--- config.mk ---
export PLATFORM = sky130hd
export DESIGN_NAME = cbfp_cnt_gen_flat
export DESIGN_NICKNAME = d
export VERILOG_FILES = /design/src/rtl/cbfp_pkg.sv /design/src/rtl/cbfp_cnt_gen_if.sv /design/src/rtl/cbfp_rsb_min.sv /design/src/rtl/cbfp_cnt_gen.sv /design/src/flat_wrapper.sv
export SDC_FILE = /design/constraint.sdc
export NUM_CORES = 2
export LEC_CHECK = 0
export CAP_MARGIN = 20
export CORE_ASPECT_RATIO = 0.6
export CORE_MARGIN = 1
export CORE_UTILIZATION = 45
export CTS_CLUSTER_SIZE = 10
export DETAILED_ROUTE_END_ITERATION = 16
export MAX_ROUTING_LAYER = met4
export PLACE_DENSITY = 0.64
export SYNTH_ARGS = -nofsm -noshare
export SYNTH_HDL_FRONTEND = slang
export SYNTH_SLANG_ARGS = --single-unit
--- constraint.sdc ---
create_clock -name clk -period 28.4 [get_ports clk]
set_input_delay 7.1 -clock clk [delete_from_list [all_inputs] [get_ports clk]]
set_output_delay 7.1 -clock clk [all_outputs]
set_load 0.005 [all_outputs]
--- src/rtl/cbfp_pkg.sv ---
// rtl/cbfp_pkg.sv - shared constants and types for the CBFP block-scale count generator
package cbfp_pkg;

    localparam int CNT_SIZE   = 5;
    localparam int DIN_SIZE   = 23;
    localparam int ARRAY_NUM  = 4;
    localparam int ARRAY_SIZE = 16;

    // Largest positive value representable in a signed count of width cw
    function automatic int sat_max(input int cw);
        return (2 ** (cw - 1)) - 1;
    endfunction

    localparam int SAT_MAX = (2 ** (CNT_SIZE - 1)) - 1;

    typedef enum logic {
        IDLE  = 1'b0,
        DRAIN = 1'b1
    } rd_state_e;

endpackage

--- src/rtl/cbfp_cnt_gen_if.sv ---
// rtl/cbfp_cnt_gen_if.sv - beat input and block-output bundle of cbfp_cnt_gen
interface cbfp_cnt_gen_if
    import cbfp_pkg::*;
#(
    parameter int cnt_size   = CNT_SIZE,
    parameter int din_size   = DIN_SIZE,
    parameter int array_num  = ARRAY_NUM,
    parameter int array_size = ARRAY_SIZE
);

    logic                                  valid_in;
    logic [array_size-1:0][din_size-1:0]   din;
    logic                                  valid_out;
    logic [array_size-1:0][din_size-1:0]   dout;
    logic [array_num-1:0][cnt_size-1:0]    cal_cnt;
    logic                                  blk_first;

    modport slave (
        input  valid_in, din,
        output valid_out, dout, cal_cnt, blk_first
    );

    modport master (
        output valid_in, din,
        input  valid_out, dout, cal_cnt, blk_first
    );

endinterface

--- src/rtl/cbfp_rsb_min.sv ---
// rtl/cbfp_rsb_min.sv - per-beat minimum redundant-sign-bit count, saturated to the count range
module cbfp_rsb_min
    import cbfp_pkg::*;
#(
    parameter int cnt_size   = CNT_SIZE,
    parameter int din_size   = DIN_SIZE,
    parameter int array_size = ARRAY_SIZE
) (
    input  logic [array_size-1:0][din_size-1:0] din_i,
    output logic [cnt_size-1:0]                 cnt_o
);

    localparam int SatMax = sat_max(cnt_size);

    // Run length of bits matching the sign bit, scanning down from just below it
    function automatic int rsb(input logic [din_size-1:0] s);
        int  n;
        logic run;
        n   = 0;
        run = 1'b1;
        for (int i = din_size - 2; i >= 0; i--) begin
            if (run && (s[i] == s[din_size-1])) begin
                n++;
            end else begin
                run = 1'b0;
            end
        end
        return n;
    endfunction

    int rsb_w [array_size];

    for (genvar j = 0; j < array_size; j++) begin : g_rsb
        assign rsb_w[j] = rsb(din_i[j]);
    end

    int min_v;

    always_comb begin
        min_v = din_size - 1;
        for (int j = 0; j < array_size; j++) begin
            if (rsb_w[j] < min_v) begin
                min_v = rsb_w[j];
            end
        end
        if (min_v > SatMax) begin
            cnt_o = cnt_size'(SatMax);
        end else begin
            cnt_o = cnt_size'(min_v);
        end
    end

endmodule

--- src/rtl/cbfp_cnt_gen.sv ---
// rtl/cbfp_cnt_gen.sv - groups beats into blocks, buffers them in ping-pong banks and
// replays each completed block together with its per-beat scale counts
module cbfp_cnt_gen
    import cbfp_pkg::*;
#(
    parameter int cnt_size   = CNT_SIZE,
    parameter int din_size   = DIN_SIZE,
    parameter int array_num  = ARRAY_NUM,
    parameter int array_size = ARRAY_SIZE
) (
    input  logic           clk,
    input  logic           rstn,
    cbfp_cnt_gen_if.slave  bus
);

    localparam int IW = $clog2(array_num);

    typedef logic [array_size-1:0][din_size-1:0] beat_t;
    typedef logic [array_num-1:0][cnt_size-1:0]  cnts_t;

    logic [cnt_size-1:0] beat_cnt;

    cbfp_rsb_min #(
        .cnt_size   (cnt_size),
        .din_size   (din_size),
        .array_size (array_size)
    ) u_rsb_min (
        .din_i (bus.din),
        .cnt_o (beat_cnt)
    );

    beat_t               bank_data_q [2][array_num];
    logic [cnt_size-1:0] bank_cnt_q  [2][array_num];

    logic          wr_bank_q;
    logic [IW-1:0] wr_idx_q;
    logic [1:0]    full_q;
    logic [1:0]    full_d;
    rd_state_e     state_q;
    logic          rd_bank_q;
    logic [IW-1:0] rd_idx_q;
    logic [IW-1:0] rd_idx_nx;

    logic  valid_q;
    logic  blk_first_q;
    beat_t dout_q;
    cnts_t cal_cnt_q;

    logic  blk_done;
    logic  drain_last;
    logic  start;
    logic  start_bank;
    cnts_t start_cnts;

    assign blk_done  = bus.valid_in && (wr_idx_q == IW'(array_num - 1));
    assign rd_idx_nx = rd_idx_q + 1'b1;

    always_ff @(posedge clk) begin
        if (bus.valid_in) begin
            bank_data_q[wr_bank_q][wr_idx_q] <= bus.din;
            bank_cnt_q[wr_bank_q][wr_idx_q]  <= beat_cnt;
        end
    end

    // A block may start draining on the very edge its last beat lands, so that
    // beat's count is taken straight from the input path instead of the bank.
    always_comb begin
        drain_last = (state_q == DRAIN) && (rd_idx_q == IW'(array_num - 1));
        start_bank = (state_q == DRAIN) ? ~rd_bank_q : wr_bank_q;
        if (state_q == IDLE) begin
            start = blk_done;
        end else begin
            start = drain_last &&
                    (full_q[start_bank] || (blk_done && (wr_bank_q == start_bank)));
        end
        for (int k = 0; k < array_num; k++) begin
            if (bus.valid_in && (wr_bank_q == start_bank) && (wr_idx_q == IW'(k))) begin
                start_cnts[k] = beat_cnt;
            end else begin
                start_cnts[k] = bank_cnt_q[start_bank][k];
            end
        end
    end

    always_comb begin
        full_d = full_q;
        if (drain_last) begin
            full_d[rd_bank_q] = 1'b0;
        end
        if (blk_done) begin
            full_d[wr_bank_q] = 1'b1;
        end
    end

    always_ff @(posedge clk or negedge rstn) begin
        if (!rstn) begin
            wr_bank_q   <= 1'b0;
            wr_idx_q    <= '0;
            full_q      <= '0;
            state_q     <= IDLE;
            rd_bank_q   <= 1'b0;
            rd_idx_q    <= '0;
            valid_q     <= 1'b0;
            blk_first_q <= 1'b0;
            dout_q      <= '0;
            cal_cnt_q   <= '0;
        end else begin
            full_q <= full_d;
            if (bus.valid_in) begin
                wr_idx_q <= blk_done ? '0 : wr_idx_q + 1'b1;
            end
            if (blk_done) begin
                wr_bank_q <= ~wr_bank_q;
            end

            if (start) begin
                state_q     <= DRAIN;
                rd_bank_q   <= start_bank;
                rd_idx_q    <= '0;
                valid_q     <= 1'b1;
                blk_first_q <= 1'b1;
                dout_q      <= bank_data_q[start_bank][0];
                cal_cnt_q   <= start_cnts;
            end else if ((state_q == DRAIN) && !drain_last) begin
                rd_idx_q    <= rd_idx_nx;
                blk_first_q <= 1'b0;
                dout_q      <= bank_data_q[rd_bank_q][rd_idx_nx];
            end else begin
                state_q     <= IDLE;
                rd_idx_q    <= '0;
                valid_q     <= 1'b0;
                blk_first_q <= 1'b0;
                dout_q      <= '0;
                cal_cnt_q   <= '0;
            end
        end
    end

    assign bus.valid_out = valid_q;
    assign bus.blk_first = blk_first_q;
    assign bus.dout      = dout_q;
    assign bus.cal_cnt   = cal_cnt_q;

endmodule

--- src/flat_wrapper.sv ---
// flat-port wrapper written by rule: the top's interface ports become plain ports
module cbfp_cnt_gen_flat import cbfp_pkg::*;
#(
    parameter int cnt_size   = CNT_SIZE,
    parameter int din_size   = DIN_SIZE,
    parameter int array_num  = ARRAY_NUM,
    parameter int array_size = ARRAY_SIZE
)
  (clk, rstn, bus_valid_in, bus_din, bus_valid_out, bus_dout, bus_cal_cnt, bus_blk_first);
  cbfp_cnt_gen_if #(.cnt_size(cnt_size), .din_size(din_size), .array_num(array_num), .array_size(array_size)) bus_i ();
  input  logic clk;
  input  logic rstn;
  input wire logic [$bits(bus_i.valid_in)-1:0] bus_valid_in;
  input wire logic [$bits(bus_i.din)-1:0] bus_din;
  output wire logic [$bits(bus_i.valid_out)-1:0] bus_valid_out;
  output wire logic [$bits(bus_i.dout)-1:0] bus_dout;
  output wire logic [$bits(bus_i.cal_cnt)-1:0] bus_cal_cnt;
  output wire logic [$bits(bus_i.blk_first)-1:0] bus_blk_first;
  assign bus_i.valid_in = bus_valid_in;
  assign bus_i.din = bus_din;
  assign bus_valid_out = bus_i.valid_out;
  assign bus_dout = bus_i.dout;
  assign bus_cal_cnt = bus_i.cal_cnt;
  assign bus_blk_first = bus_i.blk_first;
  cbfp_cnt_gen #(.cnt_size(cnt_size), .din_size(din_size), .array_num(array_num), .array_size(array_size)) u_core (.clk(clk), .rstn(rstn), .bus(bus_i));
endmodule
==> flow_summary.toml <==
[outcome]
status = "finished, violations left"
violations = "negative setup slack"

[timing]
setup_tns_ns = -604.63
worst_slack_ns = -12.69
finalSetupViolations = 48
finalHoldViolCount = 0
rsz0062_at_grt = "true"
fmax_mhz = 24.3
slew_headroom_pct = 18.9
skew_ns = 0.0525
maxSlewViolCount = 0
worst_pin_slew_ns = 1.22
period_minus_slack_ns = 41.09
fin_crit_sh_pct = 145

[synthesis]
synth_top_family_by_area = "multiplexers"
yosys.area_share.xor_xnor_pct = 4.49
synth_compound_area_share_pct = 7.09
synth_top_area_share_pct = 51.9
synth_seq_cells = 3382
yosysSeqAreaShare_pct = 57.7
syn_area_per_cell_um2 = 14.0
synthMuxAreaShare_pct = 15.9
synth_top_cell_by_area = "edfxtp_1"
async_flop_share_pct = 11.8
yosys.area_share.simple_pct = 8.70
syn_area_um2 = 173000
ys_types = 138
yosys-top-cells-area = "edfxtp_1 52%, mux4_2 9.6%, dfrtp_1 5.8%, mux2i_1 4.9%, ha_1 4.1%"
synthAdderAreaFrac_pct = 4.42
yosys_warnings = 0
synth_edf_count = 2984
synth_cells = 12300
synth_ff_type = "edfxtp_1"

[setup_path]
crit_arrival_ns = 41.87
cp_max_fo = 9
worstSetupPathType = "primary input to register"
crit_top_cell = "buf_4"
critical_path_required_ns = 29.18
critical_path.slowest_cell = "or4_4"
max_stage_delay_ns = 0.58
cp-start-kind = "primary input"
worstSetupEndpointType = "register"

[die]
core_area_um2 = 380000
io_pins = 761
num_rows = 175
initial_utilization_pct = 45.4
die_w_um = 801
die_h_um = 482
dieArea_um2 = 386000

[layout]
fill_cells = 30200
final_util_pct = 56.7
seqCellArea_um2 = 99600
multiInputGateArea_um2 = 73600
area_delta_synth_final_pct = 25.0
layout-drive-gt1-share_pct = 24.9
final_nets = 16400

[placed_design]
dp_hpwl_um = 309000
gp_congestion = 0.879
numPortBuffers = 760

[global_routing]
grt_util_met3_pct = 3.54
overflow = 0
grt_max_degree = 104
grt_busiest_layer = "met2"
grt_pass1_wl_um = 713000
antenna_found_initial = 66
gr-usage-all-layers_pct = 24.8
global_route.usage.met1_pct = 35.6
grtUsageMet2_pct = 37.5
grt_pass1_vias = 114000

[detailed_routing]
drt-total-wl_um = 479000
route.detailed.drc = 0
firstDrtPassIters = 10
num_vias = 117000
antenna_left = 0
detail_route.wl_per_cell_um = 22.9
drtIter0Drc = 10600
viasPerCell = 5.60

[clocking]
numCtsBuffers = 387
htreeDepth = 5
cts.clk_slew.worst_paths_ns = 0.06
cts_root_buf = "clkbuf_16"
clock_latency_ns = 0.95
cts_tree = "done"
clock_path_buffers = 4
hold_buffers = 0
cts_sinks = 3382

[run]
drv_cap = 0

[power]
p_leak_uw = 0.0812
ir_drop_mv = 0.102
p_per_area_nw_per_um2 = 77.9

[hold_path]
hp-class = "register to register"
[critical path: cells and delay by family]
family / cells / cell delay (ns)
AOI/OAI and AO/OA: 66 / 10.96
adders and majority gates: 31 / 8.12
buffers and inverters: 32 / 4.02
muxes: 20 / 4.63
and+or+nand+nor: 53 / 6.95
[cell type report]
class	instances	area share (%)
diodes	34	0.0395
clock inverters	37	0.323
clock buffers	671	5.03
inverters	260	0.453
repair buffers	2828	10.9
flip-flops and latches	3382	46.2
multi-input cells	8613	34.1
well taps	5044	2.93
[registers in the layout (all words and copies together) (netlist names)]
signal / count
u_core.wr_bank_q: 1
u_core.wr_idx_q: 2
u_core.state_q: 1
u_core.full_q: 2
u_core.bank_data_q: 2944
u_core.bus.cal_cnt: 20
u_core.bus.dout: 368
u_core.rd_idx_q: 2
u_core.bus.blk_first: 1
u_core.bank_cnt_q: 40
u_core.rd_bank_q: 1
[cell families (layout without fill, tap and decap cells)]
logic type	Yosys count	in the layout
other	2	439
AO/OA/AOI/OAI	1935	1935
flip-flops	3382	3382
multiplexers	1797	1797
XOR/XNOR	847	847
buffers and inverters	731	3796
adder cells (fa/ha/maj)	618	618
AND/OR/NAND/NOR	3011	3011
[stage by stage]
stage / area (um2) / hold WS (ns) / instances / worst slack, ns / power, uW
2_1_floorplan: 174000 / 0.446 / 12700 / -12.47 / 10200
3_3_place_gp: 201000 / 0.477 / 20000 / -13.74 / 12100
3_5_place_dp: 201000 / 0.481 / 20000 / -14.50 / 12200
4_1_cts: 214000 / 0.495 / 20800 / -11.87 / 16900
5_1_grt: 216000 / 0.520 / 20900 / -14.18 / 17500
6_report: 216000 / 0.501 / 20900 / -12.69 / 16800
[report_power, final]
part	leakage, uW	internal, uW	switching (uW)
logic	0.0435	2550	3060
registers	0.0323	6270	288
clock network	0.00547	2640	2010
total	0.0812	11500	5350
[cell usage in the layout (no fill, tap or decap), drive strengths merged, types with 53 or more instances in the layout]
cell type,instances
a21o,108
a21oi,482
a31oi,57
and2,149
and3,149
buf,2086
clkbuf,672
clkdlybuf4s50,739
conb,405
dfrtp,398
edfxtp,2984
ha,571
inv,271
mux2,203
mux2i,858
mux4,736
nand2,910
nand2b,131
nand3,300
nand4,100
nor2,530
nor2b,140
nor3,186
o21a,53
o21ai,428
o22ai,409
o31ai,69
or2,97
or3,109
xnor2,529
xor2,301
[layer usage]
layer  wire length, um  share of wire [%]
met5                 0                  0
met3             32400                6.8
met2            217000                 45
met1            218000                 46
met4             11000                2.3
[cell usage after synthesis (35+ instances only)]
| cell | count |
|---|---|
| and2_1 | 145 |
| nand2_1 | 907 |
| o22ai_1 | 408 |
| inv_1 | 260 |
| xnor2_1 | 525 |
| nand2b_1 | 131 |
| clkbuf_1 | 316 |
| or2_2 | 95 |
| or3_1 | 106 |
| edfxtp_1 | 2984 |
| nor2_1 | 528 |
| nor3b_1 | 44 |
| nor2b_1 | 140 |
| a21o_1 | 108 |
| xor2_1 | 296 |
| mux4_2 | 736 |
| mux2_2 | 192 |
| nor4_1 | 39 |
| and3_1 | 149 |
| dfrtp_1 | 398 |
| nand4_1 | 99 |
| o21ai_0 | 403 |
| o21a_1 | 53 |
| nor3_1 | 186 |
| buf_1 | 123 |
| a31oi_1 | 56 |
| mux2i_1 | 850 |
| nand3_1 | 300 |
| o211ai_1 | 35 |
| ha_1 | 571 |
| a21oi_1 | 481 |
| maj3_1 | 42 |
| o31ai_1 | 66 |
[final timing paths]
| kind | start | end | slack [ns] | cells after the start |
|---|---|---|---|---|
| worst max-delay path | bus_din[21] | u_core.bus.cal_cnt[17] | -12.69 | 202 |
| worst min-delay path | u_core.full_q[1] | u_core.full_q[1] | 0.50 | 1 |
| worst max register to register | u_core.rd_bank_q | u_core.bus.dout[125] | 23.08 | 9 |
| worst min register to register | u_core.full_q[1] | u_core.full_q[1] | 0.50 | 1 |
| max in group asynchronous | rstn | u_core.bus.dout[117] | 18.90 | 5 |
| min in group asynchronous | rstn | u_core.bus.dout[326] | 6.15 | 1 |
[timing repair]
| action | 4_1_cts | 5_1_grt |
|---|---|---|
| pin swaps | 142 | 212 |
| endpoints found under the setup margin | 48 | 48 |
| buffers inserted | 129 | 50 |
| gates resized for setup | 168 | 198 |
No activity file was read; power rests on OpenSTA's default activity.
